$ cat src/rtl/rv32i_cpu.sv
// Single-cycle RV32I integer core: combinational decode/execute/memory/writeback,
// with the register file, pc and data-RAM store all committing on the rising clock edge.
module rv32i_cpu #(
    parameter logic [31:0] RESET_PC = 32'h0000_0000
) (
    input  logic        clk,
    input  logic        rst,
    input  logic [31:0] instruction,
    output logic [31:0] pc,
    output logic [31:0] memory_address,
    input  logic [31:0] memory_out,
    output logic [31:0] memory_write,
    output logic [3:0]  memory_byte_enable,
    output logic        memory_we,
    output logic        ebreak
);
    localparam logic [6:0]  OP_LUI      = 7'b0110111;
    localparam logic [6:0]  OP_AUIPC    = 7'b0010111;
    localparam logic [6:0]  OP_JAL      = 7'b1101111;
    localparam logic [6:0]  OP_JALR     = 7'b1100111;
    localparam logic [6:0]  OP_BRANCH   = 7'b1100011;
    localparam logic [6:0]  OP_LOAD     = 7'b0000011;
    localparam logic [6:0]  OP_STORE    = 7'b0100011;
    localparam logic [6:0]  OP_IMM      = 7'b0010011;
    localparam logic [6:0]  OP_REG      = 7'b0110011;
    localparam logic [31:0] EBREAK_INSN = 32'h0010_0073;

    logic [31:0] r_pc;
    logic [31:0] r_regs [32];

    logic [6:0]  w_opcode;
    logic [4:0]  w_rd, w_rs1, w_rs2, w_shamt;
    logic [2:0]  w_funct3;
    logic [31:0] w_imm_i, w_imm_s, w_imm_b, w_imm_u, w_imm_j;
    logic [31:0] w_rs1_val, w_rs2_val, w_alu_b, w_alu;
    logic [31:0] w_addr, w_next_pc, w_rd_data, w_wdata;
    logic [7:0]  w_ld_byte;
    logic [15:0] w_ld_half;
    logic [3:0]  w_be;
    logic        w_rd_we, w_we, w_take, w_ebreak;

    assign w_opcode  = instruction[6:0];
    assign w_rd      = instruction[11:7];
    assign w_funct3  = instruction[14:12];
    assign w_rs1     = instruction[19:15];
    assign w_rs2     = instruction[24:20];
    assign w_imm_i   = {{20{instruction[31]}}, instruction[31:20]};
    assign w_imm_s   = {{20{instruction[31]}}, instruction[31:25], instruction[11:7]};
    assign w_imm_b   = {{19{instruction[31]}}, instruction[31], instruction[7],
                        instruction[30:25], instruction[11:8], 1'b0};
    assign w_imm_u   = {instruction[31:12], 12'b0};
    assign w_imm_j   = {{11{instruction[31]}}, instruction[31], instruction[19:12],
                        instruction[20], instruction[30:21], 1'b0};
    assign w_ebreak  = (instruction == EBREAK_INSN);

    // Entry 0 is cleared on reset and never written, so x0 always reads zero.
    assign w_rs1_val = r_regs[w_rs1];
    assign w_rs2_val = r_regs[w_rs2];

    // Shared ALU for OP and OP-IMM; bit 30 selects SUB (register form only) and SRA/SRAI.
    assign w_alu_b = (w_opcode == OP_REG) ? w_rs2_val : w_imm_i;
    assign w_shamt = w_alu_b[4:0];
    always_comb begin
        case (w_funct3)
            3'b000:  w_alu = (w_opcode == OP_REG && instruction[30]) ? w_rs1_val - w_alu_b
                                                                     : w_rs1_val + w_alu_b;
            3'b001:  w_alu = w_rs1_val << w_shamt;
            3'b010:  w_alu = {31'b0, $signed(w_rs1_val) < $signed(w_alu_b)};
            3'b011:  w_alu = {31'b0, w_rs1_val < w_alu_b};
            3'b100:  w_alu = w_rs1_val ^ w_alu_b;
            3'b101:  w_alu = instruction[30] ? 32'($signed(w_rs1_val) >>> w_shamt)
                                             : w_rs1_val >> w_shamt;
            3'b110:  w_alu = w_rs1_val | w_alu_b;
            default: w_alu = w_rs1_val & w_alu_b;
        endcase
    end

    always_comb begin
        case (w_addr[1:0])
            2'd0:    w_ld_byte = memory_out[7:0];
            2'd1:    w_ld_byte = memory_out[15:8];
            2'd2:    w_ld_byte = memory_out[23:16];
            default: w_ld_byte = memory_out[31:24];
        endcase
        w_ld_half = w_addr[1] ? memory_out[31:16] : memory_out[15:0];
    end

    // Decode/execute: next pc, writeback value and store lanes for the current instruction.
    always_comb begin
        w_next_pc = r_pc + 32'd4;
        w_rd_we   = 1'b0;
        w_rd_data = '0;
        w_addr    = '0;
        w_we      = 1'b0;
        w_be      = '0;
        w_wdata   = '0;
        w_take    = 1'b0;
        case (w_opcode)
            OP_LUI: begin
                w_rd_we   = 1'b1;
                w_rd_data = w_imm_u;
            end
            OP_AUIPC: begin
                w_rd_we   = 1'b1;
                w_rd_data = r_pc + w_imm_u;
            end
            OP_JAL: begin
                w_rd_we   = 1'b1;
                w_rd_data = r_pc + 32'd4;
                w_next_pc = r_pc + w_imm_j;
            end
            OP_JALR: begin
                w_rd_we   = 1'b1;
                w_rd_data = r_pc + 32'd4;
                w_next_pc = (w_rs1_val + w_imm_i) & ~32'd1;
            end
            OP_BRANCH: begin
                case (w_funct3)
                    3'b000:  w_take = (w_rs1_val == w_rs2_val);
                    3'b001:  w_take = (w_rs1_val != w_rs2_val);
                    3'b100:  w_take = ($signed(w_rs1_val) < $signed(w_rs2_val));
                    3'b101:  w_take = ($signed(w_rs1_val) >= $signed(w_rs2_val));
                    3'b110:  w_take = (w_rs1_val < w_rs2_val);
                    3'b111:  w_take = (w_rs1_val >= w_rs2_val);
                    default: w_take = 1'b0;
                endcase
                if (w_take) w_next_pc = r_pc + w_imm_b;
            end
            OP_LOAD: begin
                w_addr  = w_rs1_val + w_imm_i;
                w_rd_we = 1'b1;
                case (w_funct3)
                    3'b000:  w_rd_data = {{24{w_ld_byte[7]}}, w_ld_byte};
                    3'b001:  w_rd_data = {{16{w_ld_half[15]}}, w_ld_half};
                    3'b010:  w_rd_data = memory_out;
                    3'b100:  w_rd_data = {24'b0, w_ld_byte};
                    3'b101:  w_rd_data = {16'b0, w_ld_half};
                    default: w_rd_we   = 1'b0;
                endcase
            end
            OP_STORE: begin
                w_addr = w_rs1_val + w_imm_s;
                w_we   = 1'b1;
                case (w_funct3)
                    3'b000: begin
                        w_be    = 4'(4'b0001 << w_addr[1:0]);
                        w_wdata = {4{w_rs2_val[7:0]}};
                    end
                    3'b001: begin
                        w_be    = w_addr[1] ? 4'b1100 : 4'b0011;
                        w_wdata = {2{w_rs2_val[15:0]}};
                    end
                    3'b010: begin
                        w_be    = 4'b1111;
                        w_wdata = w_rs2_val;
                    end
                    default: w_we = 1'b0;
                endcase
            end
            OP_IMM, OP_REG: begin
                w_rd_we   = 1'b1;
                w_rd_data = w_alu;
            end
            default: ;
        endcase
        if (w_ebreak) w_next_pc = r_pc;
    end

    always_ff @(posedge clk or posedge rst) begin
        if (rst) r_pc <= RESET_PC;
        else     r_pc <= w_next_pc;
    end

    always_ff @(posedge clk or posedge rst) begin
        if (rst) begin
            for (int i = 0; i < 32; i++) r_regs[i] <= '0;
        end else if (w_rd_we && w_rd != 5'd0) begin
            r_regs[w_rd] <= w_rd_data;
        end
    end

    assign pc                 = r_pc;
    assign memory_address     = w_addr;
    assign memory_write       = w_wdata;
    assign memory_byte_enable = rst ? 4'b0000 : w_be;
    assign memory_we          = w_we & ~rst;
    assign ebreak             = w_ebreak;
endmodule

$ cat config.mk
export PLATFORM = sky130hd
export DESIGN_NAME = rv32i_cpu
export DESIGN_NICKNAME = d
export VERILOG_FILES = /design/src/rtl/rv32i_cpu.sv
export SDC_FILE = /design/constraint.sdc
export NUM_CORES = 2
export LEC_CHECK = 0
export BUFFER_PORTS_ARGS = -buffer_cell sky130_fd_sc_hd__buf_2
export CAP_MARGIN = 20
export CORE_UTILIZATION = 42
export DETAILED_ROUTE_END_ITERATION = 7
export PLACE_DENSITY = 0.58
export SLEW_MARGIN = 40
export SYNTH_ARGS = -nofsm -noshare
export SYNTH_HDL_FRONTEND = slang
export SYNTH_SLANG_ARGS = --single-unit
$ cat constraint.sdc
create_clock -name clk -period 57.3 [get_ports clk]
set_input_delay 11.46 -clock clk [delete_from_list [all_inputs] [get_ports clk]]
set_output_delay 11.46 -clock clk [all_outputs]
set_load 0.05 [all_outputs]
==> impl_metrics.toml <==
[floorplan]
die_area_um2 = 177000
die_height_um = 421
io_pins = 168
row_count = 153
chipWidth_um = 421
core_area_um2 = 174000
start_util_pct = 42.4

[yosys]
synth-async-reset-ratio_pct = 100
synthCells = 7939
synth_nets = 8231
yosysSeqAreaShare_pct = 35.8
ys.warnings.count = 0
avgSynthCellArea_um2 = 9.30
synthesis.area_um2 = 73800
synth-seq-cells = 1055
synth_cell_types = 108
ys.flop_type = "dfrtp_1"
synth_enable_flop_cells = 0

[power]
p_per_area_nw_per_um2 = 27.5
cellLeakagePower_nw = 34.6
irDropWorstVdd_v = 0.0000272

[global_route]
grt_pass1_vias = 64516
grt-ovfl-total = 0
grtUsageTotal_pct = 39.9
grt_max_degree = 119
grt_pass1_wl_um = 506000
antenna_found_initial = 20

[critical_path]
worstPathRequired_ns = 45.84
path_class = "primary input to primary output"
cp-start-kind = "primary input"
critPathArrivalTime_ns = 18.66
end_kind = "primary output"
critical_path.max_fanout = 60

[hold_path]
hold_class = "register to register"

[sta]
skew_ns = 0.115
setup_tns_ns = 0
slew_viol_final = 0
period_needed_ns = 30.12
tightest_slew_ns = 0.991
finalHoldViolations = 0
max_freq_mhz = 33.2
setup_violations = 0
finalCritPeriodShare_pct = 52.6
rsz0062_at_grt = "no"
relSlewSlack_pct = 33.2

[routing]
drtAntennaViolNets = 0
first_iter_violations = 9271
first_pass_iters = 8
wl_per_cell_um = 35.4
viasPerCell = 6.70
totalWireLength_um = 361000
num_vias = 68213
drcViolationCount = 0

[place]
hpwl_um = 255000
io_buffers = 166
gp_congestion = 1.12

[cts]
clk_path_buf_depth = 3
numCtsBuffers = 115
clock_sinks = 1055
cts_tree = "done"
cts_root_buffer = "clkbuf_16"
clk_pin_slew_worst_paths_ns = 0.06
cts_resized = 0
h-tree-depth = 3
cts_hold_buf = 0
post_cts_buffers = 0
clk_latency_ns = 0.84

[flow_run]
drv_cap = 0

[cells_and_area]
drive_above_1_share_pct = 17.7
fin_nets = 8039
area_growth_pct = 10.5
finalCoreUtilization_pct = 46.8
fillCellCount = 16763

[run_status]
status = "completed"
[cells in the final DEF, fill, tap and decap left out, types with 31 or more instances in the layout]
cell	instances
mux2_2	62
o21a_1	45
dfrtp_1	1055
nand4_1	49
a221oi_1	39
o21ai_1	353
buf_2	163
o21ai_2	34
a31oi_1	39
ha_1	219
a21oi_1	423
xnor2_1	107
o22ai_1	44
inv_1	168
o31ai_1	43
clkbuf_16	115
nor4_1	31
buf_4	226
nor3_1	85
xor2_1	61
mux4_2	457
a211oi_1	53
a22oi_1	105
nand2_1	1303
nor2_1	371
a21o_1	92
nand3_1	141
nand2_4	31
o21ai_0	815
mux2i_1	303
and3_1	36
o21bai_1	55
clkinv_2	31
o211ai_1	72
[kinds of logic after synthesis]
kind of cell,synth area share (%)
AOI/OAI and AO/OA,20.8
and+or+nand+nor,13.2
DFF,35.8
buffers and inverters,5.33
muxes,19.1
adders and majority gates,3.90
xor gates and xnor gates,2.00
other,0.00508
[synthesized netlist by cell type, types with 52 or more instances]
| cell type | number | area, um2 |
|---|---|---|
| xnor2_1 | 108 | 946 |
| a21oi_1 | 430 | 2150 |
| nand2_1 | 1336 | 5010 |
| mux2i_1 | 308 | 3080 |
| o21bai_1 | 56 | 420 |
| a211oi_1 | 62 | 465 |
| a21o_1 | 93 | 698 |
| nand3_1 | 143 | 716 |
| buf_1 | 52 | 195 |
| a22oi_1 | 105 | 788 |
| ha_1 | 219 | 2740 |
| dfrtp_1 | 1055 | 26400 |
| inv_1 | 171 | 642 |
| o211ai_1 | 72 | 541 |
| buf_2 | 104 | 521 |
| nor3_1 | 89 | 445 |
| mux2_2 | 62 | 698 |
| nor2_1 | 388 | 1460 |
| o21ai_0 | 825 | 4130 |
| xor2_1 | 61 | 534 |
| o21ai_1 | 348 | 1740 |
| mux4_2 | 457 | 10300 |
| clkbuf_1 | 502 | 1880 |
[area by class of cell]
class | count | area [um2] | area share [%]
antenna | 14 | 35.0 | 0.0429
clock inverter | 56 | 688 | 0.844
tap | 2325 | 2910 | 3.57
multi-input combinational | 5974 | 44400 | 54.5
inverter | 177 | 678 | 0.831
timing repair buffer | 424 | 3080 | 3.78
clock buffer | 161 | 3340 | 4.10
sequential | 1055 | 26400 | 32.4
[layer usage]
metal / up-vias / routed length (um) / track usage, %
met5: - / 237 / 0
met4: 12 / 23900 / 23.6
met3: 876 / 37100 / 9.72
met2: 4191 / 155000 / 58.3
met1: 34288 / 145000 / 53.7
li1: 28846 / - / -
[worst max-delay path: stages]
cell,delay (ns)
clkbuf_8,0.50
buf_4,0.50
buf_4,0.71
buf_4,0.60
mux4_2,0.40
mux2i_1,0.32
a221o_1,0.21
buf_4,0.17
inv_1,0.12
ha_1,0.25
fa_1,0.45
a21o_1,0.17
a21oi_1,0.24
o21bai_1,0.12
a21oi_1,0.46
mux2_2,0.31
o21ba_2,0.15
o21bai_1,0.10
a21oi_1,0.32
nor3_1,0.11
a21oi_1,0.22
xor2_1,0.21
nor2_1,0.06
buf_2,0.23
[stage by stage]
stage	worst slack (ns)	instance area, um2	total power, mW	cells	hold slack [ns]
floorplan	16.14	73800	1.20	7939	0.441
global placement	27.51	77000	1.44	9941	0.378
CTS	27.35	81500	2.23	10169	0.399
finish	27.18	81600	2.24	10186	0.399
detailed placement	27.36	77400	1.44	9952	0.382
global route	27.06	81500	2.31	10174	0.409
[report_power, final]
part,internal [mW],switching (mW)
clock,0.450,0.340
sequential,0.757,0.0354
combinational,0.204,0.453
[path summary, 6_finish.rpt]
kind                                      start                  to  slack [ns]  cells past startpoint
worst max-delay path            instruction[17]  memory_address[28]       27.18                     24
worst min-delay path               r_regs[1010]        r_regs[1010]        0.40                      0
worst max register to register        r_regs[0]         r_regs[105]       48.94                     22
worst min register to register     r_regs[1010]        r_regs[1010]        0.40                      0
max in group asynchronous                   rst         r_regs[779]       43.31                      7
min in group asynchronous                   rst         r_regs[800]       10.83                      2
[state kept, by name, summed over array words and instances, names as in the netlist]
register	count
pc	31
r_regs	1024
(Power assumes the default switching activity.)
